[src/rtl/mul_hilo_unit_if.sv]
// Request/writeback and multiplier-core signal bundle for mul_hilo_unit.
// slave is the unit's view; master is the view of whatever drives it
// (execute stage plus multiplier core).
interface mul_hilo_unit_if #(
    parameter int unsigned DATA_BITS = 32
);
    logic                     req_valid;
    logic                     req_ready;
    logic [2:0]               req_op;
    logic [DATA_BITS-1:0]     req_a;
    logic [DATA_BITS-1:0]     req_b;
    logic                     busy;
    logic                     done;
    logic [DATA_BITS-1:0]     hi;
    logic [DATA_BITS-1:0]     lo;
    logic                     mul_en;
    logic                     mul_sign;
    logic [DATA_BITS-1:0]     mul_a;
    logic [DATA_BITS-1:0]     mul_b;
    logic                     mul_done;
    logic [2*DATA_BITS-1:0]   mul_product;

    modport slave (
        input  req_valid, req_op, req_a, req_b, mul_done, mul_product,
        output req_ready, busy, done, hi, lo, mul_en, mul_sign, mul_a, mul_b
    );

    modport master (
        output req_valid, req_op, req_a, req_b, mul_done, mul_product,
        input  req_ready, busy, done, hi, lo, mul_en, mul_sign, mul_a, mul_b
    );
endinterface

[src/rtl/mul_hilo_unit.sv]
// Issue/writeback stage around an iterative multiplier core. Accepts
// MULT/MADD/MSUB (signed and unsigned) and MTHI/MTLO, starts the core,
// waits for its done pulse and folds the product into the HI/LO pair.
module mul_hilo_unit #(
    parameter int unsigned DATA_BITS = 32
) (
    input  logic              clk,
    input  logic              rst,
    mul_hilo_unit_if.slave    bus
);
    localparam int unsigned PROD_BITS = 2 * DATA_BITS;

    typedef enum logic [1:0] {
        S_IDLE,
        S_ISSUE,
        S_WAIT,
        S_WRITE
    } state_t;

    typedef enum logic [1:0] {
        ACC_NONE,
        ACC_ADD,
        ACC_SUB
    } acc_t;

    state_t                 r_state;
    acc_t                   r_acc;
    logic [DATA_BITS-1:0]   r_hi;
    logic [DATA_BITS-1:0]   r_lo;
    logic [DATA_BITS-1:0]   r_mul_a;
    logic [DATA_BITS-1:0]   r_mul_b;
    logic                   r_mul_sign;
    logic [PROD_BITS-1:0]   r_prod;
    logic                   r_done;

    logic                   w_accept;
    logic                   w_is_move;
    acc_t                   w_acc_sel;
    logic [PROD_BITS-1:0]   w_hilo;
    logic [PROD_BITS-1:0]   w_next_hilo;

    assign bus.req_ready = (r_state == S_IDLE) && !rst;
    assign bus.busy      = (r_state != S_IDLE);
    assign bus.done      = r_done;
    assign bus.hi        = r_hi;
    assign bus.lo        = r_lo;
    assign bus.mul_en    = (r_state == S_ISSUE);
    assign bus.mul_sign  = r_mul_sign;
    assign bus.mul_a     = r_mul_a;
    assign bus.mul_b     = r_mul_b;

    assign w_accept  = bus.req_valid && bus.req_ready;
    assign w_is_move = (bus.req_op[2:1] == 2'b11);
    assign w_hilo    = {r_hi, r_lo};

    // Decode accumulate mode from the opcode and form the modular HI/LO update
    always_comb begin
        w_acc_sel = ACC_NONE;
        case (bus.req_op[2:1])
            2'b01:   w_acc_sel = ACC_ADD;
            2'b10:   w_acc_sel = ACC_SUB;
            default: w_acc_sel = ACC_NONE;
        endcase

        w_next_hilo = r_prod;
        case (r_acc)
            ACC_ADD: w_next_hilo = w_hilo + r_prod;
            ACC_SUB: w_next_hilo = w_hilo - r_prod;
            default: w_next_hilo = r_prod;
        endcase
    end

    // Control FSM plus HI/LO, operand and done registers
    always_ff @(posedge clk) begin
        if (rst) begin
            r_state    <= S_IDLE;
            r_acc      <= ACC_NONE;
            r_hi       <= '0;
            r_lo       <= '0;
            r_mul_a    <= '0;
            r_mul_b    <= '0;
            r_mul_sign <= 1'b0;
            r_prod     <= '0;
            r_done     <= 1'b0;
        end else begin
            r_done <= 1'b0;
            case (r_state)
                S_IDLE: begin
                    if (w_accept) begin
                        if (w_is_move) begin
                            if (bus.req_op[0]) begin
                                r_lo <= bus.req_a;
                            end else begin
                                r_hi <= bus.req_a;
                            end
                            r_done <= 1'b1;
                        end else begin
                            r_mul_a    <= bus.req_a;
                            r_mul_b    <= bus.req_b;
                            r_mul_sign <= ~bus.req_op[0];
                            r_acc      <= w_acc_sel;
                            r_state    <= S_ISSUE;
                        end
                    end
                end
                S_ISSUE: begin
                    r_state <= S_WAIT;
                end
                S_WAIT: begin
                    if (bus.mul_done) begin
                        r_prod  <= bus.mul_product;
                        r_state <= S_WRITE;
                    end
                end
                S_WRITE: begin
                    {r_hi, r_lo} <= w_next_hilo;
                    r_done       <= 1'b1;
                    r_state      <= S_IDLE;
                end
                default: begin
                    r_state <= S_IDLE;
                end
            endcase
        end
    end
endmodule
[src/flat_wrapper.sv]
// flat-port wrapper written by rule: the top's interface ports become plain ports
module mul_hilo_unit_flat 
#(
    parameter int unsigned DATA_BITS = 32
)
  (clk, rst, bus_req_valid, bus_req_op, bus_req_a, bus_req_b, bus_mul_done, bus_mul_product, bus_req_ready, bus_busy, bus_done, bus_hi, bus_lo, bus_mul_en, bus_mul_sign, bus_mul_a, bus_mul_b);
  mul_hilo_unit_if #(.DATA_BITS(DATA_BITS)) bus_i ();
  input  logic clk;
  input  logic rst;
  input wire logic [$bits(bus_i.req_valid)-1:0] bus_req_valid;
  input wire logic [$bits(bus_i.req_op)-1:0] bus_req_op;
  input wire logic [$bits(bus_i.req_a)-1:0] bus_req_a;
  input wire logic [$bits(bus_i.req_b)-1:0] bus_req_b;
  input wire logic [$bits(bus_i.mul_done)-1:0] bus_mul_done;
  input wire logic [$bits(bus_i.mul_product)-1:0] bus_mul_product;
  output wire logic [$bits(bus_i.req_ready)-1:0] bus_req_ready;
  output wire logic [$bits(bus_i.busy)-1:0] bus_busy;
  output wire logic [$bits(bus_i.done)-1:0] bus_done;
  output wire logic [$bits(bus_i.hi)-1:0] bus_hi;
  output wire logic [$bits(bus_i.lo)-1:0] bus_lo;
  output wire logic [$bits(bus_i.mul_en)-1:0] bus_mul_en;
  output wire logic [$bits(bus_i.mul_sign)-1:0] bus_mul_sign;
  output wire logic [$bits(bus_i.mul_a)-1:0] bus_mul_a;
  output wire logic [$bits(bus_i.mul_b)-1:0] bus_mul_b;
  assign bus_i.req_valid = bus_req_valid;
  assign bus_i.req_op = bus_req_op;
  assign bus_i.req_a = bus_req_a;
  assign bus_i.req_b = bus_req_b;
  assign bus_i.mul_done = bus_mul_done;
  assign bus_i.mul_product = bus_mul_product;
  assign bus_req_ready = bus_i.req_ready;
  assign bus_busy = bus_i.busy;
  assign bus_done = bus_i.done;
  assign bus_hi = bus_i.hi;
  assign bus_lo = bus_i.lo;
  assign bus_mul_en = bus_i.mul_en;
  assign bus_mul_sign = bus_i.mul_sign;
  assign bus_mul_a = bus_i.mul_a;
  assign bus_mul_b = bus_i.mul_b;
  mul_hilo_unit #(.DATA_BITS(DATA_BITS)) u_core (.clk(clk), .rst(rst), .bus(bus_i));
endmodule
[config.mk]
export PLATFORM = sky130hd
export DESIGN_NAME = mul_hilo_unit_flat
export DESIGN_NICKNAME = d
export VERILOG_FILES = /design/src/rtl/mul_hilo_unit_if.sv /design/src/rtl/mul_hilo_unit.sv /design/src/flat_wrapper.sv
export SDC_FILE = /design/constraint.sdc
export NUM_CORES = 1
export LEC_CHECK = 0
export CORE_ASPECT_RATIO = 1.1
export CORE_MARGIN = 5
export CORE_UTILIZATION = 45
export CTS_CLUSTER_SIZE = 28
export DETAILED_ROUTE_END_ITERATION = 16
export GPL_ROUTABILITY_DRIVEN = 0
export GPL_TIMING_DRIVEN = 0
export PLACE_DENSITY = 0.81
export SLEW_MARGIN = 10
export SYNTH_ARGS = -nofsm -noshare
export SYNTH_HDL_FRONTEND = slang
export SYNTH_SLANG_ARGS = --single-unit
[constraint.sdc]
create_clock -name clk -period 12.35 [get_ports clk]
set_clock_uncertainty 0.1 [all_clocks]
set_input_delay 3.0875 -clock clk [delete_from_list [all_inputs] [get_ports clk]]
set_output_delay 3.0875 -clock clk [all_outputs]
set_load 0.01 [all_outputs]
==> results of run 1 <==
==> layout make-up <==
cell class	instances	area share (%)
Buffer	130	3.28
Clock buffer	19	2.66
Clock inverter	13	0.861
Inverter	34	0.751
Multi-Input combinational cell	1474	50.7
Sequential cell	198	23.3
Tap cell	374	2.75
Timing Repair Buffer	267	15.7
==> registers in the layout (all words and copies together) (netlist names) <==
register             flops
u_core.bus.mul_b        32
u_core.bus.mul_a        32
u_core.r_state           2
u_core.bus.mul_sign      1
u_core.bus.hi           32
u_core.r_prod           64
u_core.bus.done          1
u_core.bus.lo           32
u_core.r_acc             2
==> routing by layer <==
metal	track usage, %	vias to the layer above	wire length [microns]
met5	0	-	0
li1	-	7027	-
met3	10.3	260	6990
met1	36.6	7035	19600
met2	49.2	1016	23100
met4	16.7	0	3510
==> worst reg2reg max path: cells and delay by family (launching register included) <==
kind                       cells  cell delay, ns
buffers and inverters          1            0.09
adders and majority gates      2            0.59
AOI/OAI and AO/OA              5            1.17
DFF                            1            0.40
xor gates and xnor gates       2            0.30
and+or+nand+nor               11            3.56
==> how the worst max path moves through the flow <==
stage	from	end	slack, ns	cells after the start
after floorplan	rst	bus_req_ready	5.32	4
after global placement	rst	bus_req_ready	3.35	6
after detailed placement	rst	bus_req_ready	3.37	6
after CTS	rst	bus_req_ready	3.36	6
after global routing	rst	bus_req_ready	3.23	6
final	rst	bus_req_ready	3.24	6
==> placed cells by master (no fill, tap or decap), types with 39 or more instances in the layout <==
master	instances
a21o_1	39
clkbuf_1	109
nor2_1	129
o211ai_1	44
xnor2_1	99
a21oi_1	297
clkdlybuf4s50_1	267
dfxtp_1	198
nand2_1	405
o21ai_0	62
ha_1	69
==> cells by family (layout without fill, tap and decap cells) <==
logic type | count (synthesis) | in the layout | synth area share, %
compound gates | 570 | 570 | 26.1
xor+xnor | 122 | 122 | 8.11
fa+ha+maj | 70 | 70 | 6.66
buf+inv | 164 | 463 | 5.17
flops | 198 | 198 | 29.9
mux | 8 | 8 | 0.604
simple gates | 704 | 704 | 23.5
==> power by group <==
part,total (mW),internal [mW],switching (mW),leakage (nW)
registers,0.822,0.718,0.104,1.61
logic,4.53,1.77,2.76,4.32
clock network,0.578,0.284,0.295,0.296
==> impl_metrics.ini, run 1 <==
[power_and_ir_drop]
power_density_mw_per_mm2 = 349
power.ir.vdd_worst_mv = 0.195
power.leakage_nw = 6.22
totalPowerFinal_mw = 5.93

[logic_synthesis]
synth_area_leader_cell = dfxtp_1
synth_fp_nets = 2041
yosysMostFrequentCell = nand2_1
syn-cell-area_sq_mm = 0.0133
fraction_of_registers_with_async_set_or_reset_after_synthesis_pct = 0
synth.top_cells.by_count = nand2_1, a21oi_1, dfxtp_1, nor2_1, clkbuf_1
synth.ff_latch_count = 198
synth_top_cell_area_share_pct = 29.9
dominantRegCellSynth = dfxtp_1
instance_count_of_the_mapped_netlist = 1836
synth.avg_cell_area_sq_um = 7.22
synth_sequential_area_ratio_pct = 29.9
synth-edff-count = 0
synth_area_leaders = dfxtp_1, nand2_1, a21oi_1, xnor2_1, ha_1
yosys_warnings = 0
synth_cell_type_count = 81

[sta]
setup_viol = 0
worst_pin_slew_ns = 1.23
fmax_mhz = 110
report.final.slew_viol_count = 0
setup_ws_ns = 3.24
relSlewSlack_pct = 17.8
layout_worst_path_cycle_share_pct = 73.8
fin_crit_ns = 9.11
fin_hold_ws_ns = 0.359
final_hold_viol_count = 0
grt_setup_unrepaired = no
final.setup.tns_ns = 0

[flow_run]
maxCapViolCount = 0

[hold_path]
hold_path.startpoint = u_core.bus.mul_b[14]
worst_hold_path_type = flip-flop to flip-flop
worst_hold_path.endpoint = u_core.bus.mul_b[14]
hold_depth = 2

[routing]
routed-via-count = 15300
detailedRoute.firstIterationViolations = 1811
route.final.wire_length_microns = 53200
avgViaCountPerCell = 6.11
routedWlPerCell_microns = 21.2
route.antenna.remaining_nets = 0
drt_drc_violations_left = 0
drtPass1Iterations = 6

[clock_network]
insertion_delay_ns = 0.45
clkSlewWorstSetupHoldPaths_ns = 0.09
clock-sinks = 198
cts_buffers = 17
post_cts_hold_buffer_count = 0
cts_setup_buffers = 0
cts_tree = done
cts_htree_levels = 4
clockBufferDepth = 2
ctsResizeCount = 0
clock_root_buffer = clkbuf_16

[place]
dp.final_hpwl_microns = 41400
place_inst = 2477
buffer_ports.inserted = 267
preCtsSetupSlack_ns = 3.37
place_area_sq_mm = 0.0164

[critical_path]
req_time_crit_path_ns = 9.16
arrival_ns = 5.93
timing.critical_path.slowest_cell_delay_ns = 0.91
r2r_setup_slack_ns = 6.07
crit-reg2reg-capture = u_core.bus.hi[31]
slowest_stage_cell_cp = clkbuf_1
worst-path-buf-inv = 5
rr_worst_depth = 21
setup.worst_path.start_class = input port
worst-path-max-fanout = 10
worst_path_dominant_cell_family = buffers and inverters
timing.critical_path.to_type = primary output
worst-setup-path-type = input port to primary output
worst_r2r_startpoint = u_core.r_prod[0]
worstPathCellList = clkdlybuf4s50_1 > buf_6 > clkbuf_1 > clkbuf_1 > nor2_1 > clkdlybuf4s50_1

[cells_and_area]
layout.filler_cells = 2642
ff_latch_area_sq_mm = 0.00396
final_cell_area_sq_mm = 0.0170
finalNonFillerCells = 2509
final_design_utilization_pct = 58.0
layout-drive-gt1-share_pct = 3.23
antennaDiodeCount = 0
flow.area_growth_from_synthesis_pct = 28.2
finish.net_count = 2327
multi_input_gate_area_in_the_final_layout_sq_mm = 0.00861

[floorplan]
fp.dieW_microns = 174
die_height_microns = 190
initial_utilization_pct = 45.2
dieArea_sq_mm = 0.0330
io-pin-count = 268
coreArea_sq_mm = 0.0293
core.rowCount = 66

[global_routing]
maximum_number_of_pins_on_one_net_before_global_route_repair = 21
grt_pass1_wl_microns = 80700
grt_pass1_vias = 14500
gr-usage-all-layers_pct = 30.8
grt.overflow.total = 0
initial_antenna_violation_count = 1

[run_status]
status = finished, final reports clean
No activity file was read; power rests on OpenSTA's default activity.
==> run 2: changes to the inputs <==
==> constraint.sdc (replaced) <==
create_clock -name clk -period 9.47 [get_ports clk]
set_clock_uncertainty 0.1 [all_clocks]
set_input_delay 2.3675 -clock clk [delete_from_list [all_inputs] [get_ports clk]]
set_output_delay 2.3675 -clock clk [all_outputs]
set_load 0.01 [all_outputs]
==> results of run 2 <==
Same layout as run 1 (identical final DEF). Status: finished, final reports clean.
Main changes from that run: setup slack after placement 3.37 ns -> 1.93 ns; setup slack after layout 3.24 ns -> 1.80 ns; register-to-register setup slack 6.07 ns -> 3.19 ns; total power 5.93 mW -> 7.73 mW; worst IR drop on VDD 0.195 mV -> 0.254 mV
==> run 3: changes to the inputs <==
--- a/config.mk
+++ b/config.mk
@@ -12,7 +12,7 @@
 export DETAILED_ROUTE_END_ITERATION = 16
 export GPL_ROUTABILITY_DRIVEN = 0
 export GPL_TIMING_DRIVEN = 0
-export PLACE_DENSITY = 0.81
+export PLACE_DENSITY = 0.84
 export SLEW_MARGIN = 10
 export SYNTH_ARGS = -nofsm -noshare
 export SYNTH_HDL_FRONTEND = slang
==> constraint.sdc (replaced) <==
create_clock -name clk -period 6.7 [get_ports clk]
set_clock_uncertainty 0.1 [all_clocks]
set_input_delay 1.675 -clock clk [delete_from_list [all_inputs] [get_ports clk]]
set_output_delay 1.675 -clock clk [all_outputs]
set_load 0.01 [all_outputs]
==> impl_metrics.ini, run 3 (synthesized netlist as in run 1, its figures left out) <==
[power_and_ir_drop]
power_density_mw_per_mm2 = 647
seqPwrFrac_pct = 13.8
power.leakage_nw = 6.24
power.ir.vdd_worst_mv = 0.398
clock_power_share_pct = 10.2
switching_power_mw = 5.89
totalPowerFinal_mw = 11.0
switching_part_of_the_total_power_pct = 53.3
comb_power_share_pct = 76.1
internal_power_mw = 5.15

[routing]
drtPass1Iterations = 9
routed-via-count = 15700
route.final.wire_length_microns = 53900
routedWlPerCell_microns = 21.5
avgViaCountPerCell = 6.24
detailedRoute.firstIterationViolations = 1793
drt_drc_violations_left = 0
route.antenna.remaining_nets = 0

[run_status]
status = finished, final reports clean

[clock_network]
clkSlewWorstSetupHoldPaths_ns = 0.09
clockBufferDepth = 2
clock_root_buffer = clkbuf_16
ctsResizeCount = 0
cts_setup_buffers = 0
post_cts_hold_buffer_count = 0
cts_buffers = 17
insertion_delay_ns = 0.47
cts_tree = done
clock-sinks = 198
cts_htree_levels = 4

[cells_and_area]
layout.cells.most_common = nand2_1
flow.area_growth_from_synthesis_pct = 28.6
flip_flop_count_of_the_largest_register_all_copies_and_words_added = 64
regMostFlops = u_core.r_prod
finish.net_count = 2327
layout-drive-gt1-share_pct = 3.23
commonest_cells_after_routing_fill_and_taps_aside = nand2_1, a21oi_1, clkdlybuf4s50_1, dfxtp_1, nor2_1

[global_routing]
grt.overflow.total = 0
maximum_number_of_pins_on_one_net_before_global_route_repair = 23
grt_pass1_vias = 14600
gr-usage-all-layers_pct = 31.1
initial_antenna_violation_count = 1
grt_pass1_wl_microns = 81200

[sta]
worst_pin_slew_ns = 1.21
report.final.slew_viol_count = 0
grt_setup_unrepaired = no
relSlewSlack_pct = 19.2
final_hold_viol_count = 0
fmax_mhz = 158
setup_viol = 0
final.setup.tns_ns = 0
fin_crit_ns = 6.33
layout_worst_path_cycle_share_pct = 94.5

[critical_path]
timing.critical_path.slowest_cell_delay_ns = 0.49
slowest_stage_cell_cp = nor3b_1
worstPathCellList = inv_1 > ha_1 > nor3b_1 > nand2_1 > and4bb_2 > and2_0 > and3_1 > nand2_1 > nor2_1 > a21oi_1 > xnor2_1 > ha_1 > clkbuf_1 > nand4_1 > nor3_1 > nand3_1 > o21ai_0 > a41oi_1 > a41oi_1 > xnor2_1 > a221oi_2
worst-setup-path-type = flip-flop to flip-flop
r2r_setup_slack_ns = 0.37
req_time_crit_path_ns = 6.98
setup.worst_path.start_class = flip-flop
arrival_ns = 6.61
worst-path-max-fanout = 8
worst-path-buf-inv = 2
timing.critical_path.to_type = flip-flop
worst_path_dominant_cell_family = simple AND/OR/NAND/NOR gates

[hold_path]
worst_hold_path_type = flip-flop to flip-flop

[flow_run]
maxCapViolCount = 0

[floorplan]
core.rowCount = 66
die_height_microns = 190
dieArea_sq_mm = 0.0330
coreArea_sq_mm = 0.0293
initial_utilization_pct = 45.2
fp.dieW_microns = 174
io-pin-count = 268

[place]
buffer_ports.inserted = 267
dp.final_hpwl_microns = 41700
==> run 3: cell count changes in the layout (fill, tap and decap cells not counted), moves of 2 or more <==
cell	previous run	this run
clkbuf_8	2	0
inv_6	5	2
clkinv_8	3	7
inv_12	0	2
inv_8	4	2
==> run 3: worst paths after layout <==
check | cells past startpoint | endpoint | start
max | 21 | u_core.bus.hi[31] | u_core.r_prod[0]
min | 2 | u_core.bus.mul_b[10] | u_core.bus.mul_b[10]
max reg2reg | 21 | u_core.bus.hi[31] | u_core.r_prod[0]
min reg2reg | 2 | u_core.bus.mul_b[10] | u_core.bus.mul_b[10]
==> run 3: cell type report <==
cell class	count	area [sq um]
Antenna cell	1	2.50
Buffer	130	558
Clock buffer	17	425
Clock inverter	15	224
Fill cell	2597	12300
Inverter	34	128
Multi-Input combinational cell	1474	8610
Sequential cell	198	3960
Tap cell	374	468
Timing Repair Buffer	267	2670
==> run 3: power groups by stage <==
stage          Combinational [mW]  Clock, mW  Sequential, mW
3_5_place_dp                 7.99          0            1.53
3_3_place_gp                 7.80          0            1.53
6_report                     8.39       1.12            1.52
2_1_floorplan                6.06          0            1.51
5_1_grt                      8.99       1.18            1.52
4_1_cts                      8.11       1.12            1.50
==> run 3: stage by stage <==
stage	setup slack [ns]	std cells	hold slack (ns)	utilization (%)	cell area (sq um)
after floorplan	2.19	1836	0.361	-	13300
final	0.371	2510	0.357	58.2	17100
after global placement	0.547	2477	0.342	56.0	16400
after global routing	0.142	2509	0.376	58.2	17100
after detailed placement	0.611	2477	0.348	56.0	16400
after CTS	0.592	2509	0.357	58.2	17100
==> run 3: worst register-to-register path, delay by kind of cell (launching register included) <==
| family | cells | cell delay (ns) |
|---|---|---|
| AOI/OAI and AO/OA | 5 | 1.16 |
| adders and majority gates | 2 | 0.44 |
| and+or+nand+nor | 10 | 3.51 |
| buffers and inverters | 2 | 0.40 |
| xor gates and xnor gates | 2 | 0.29 |
| DFF | 1 | 0.39 |
==> run 3: layer usage <==
layer	GRT usage [%]	vias to the layer above	share of wire, %
met2	48.7	1107	43
met1	36.4	7230	36
met3	11.6	278	13
li1	-	7039	-
met4	18.6	2	7.4
met5	0	-	0.024
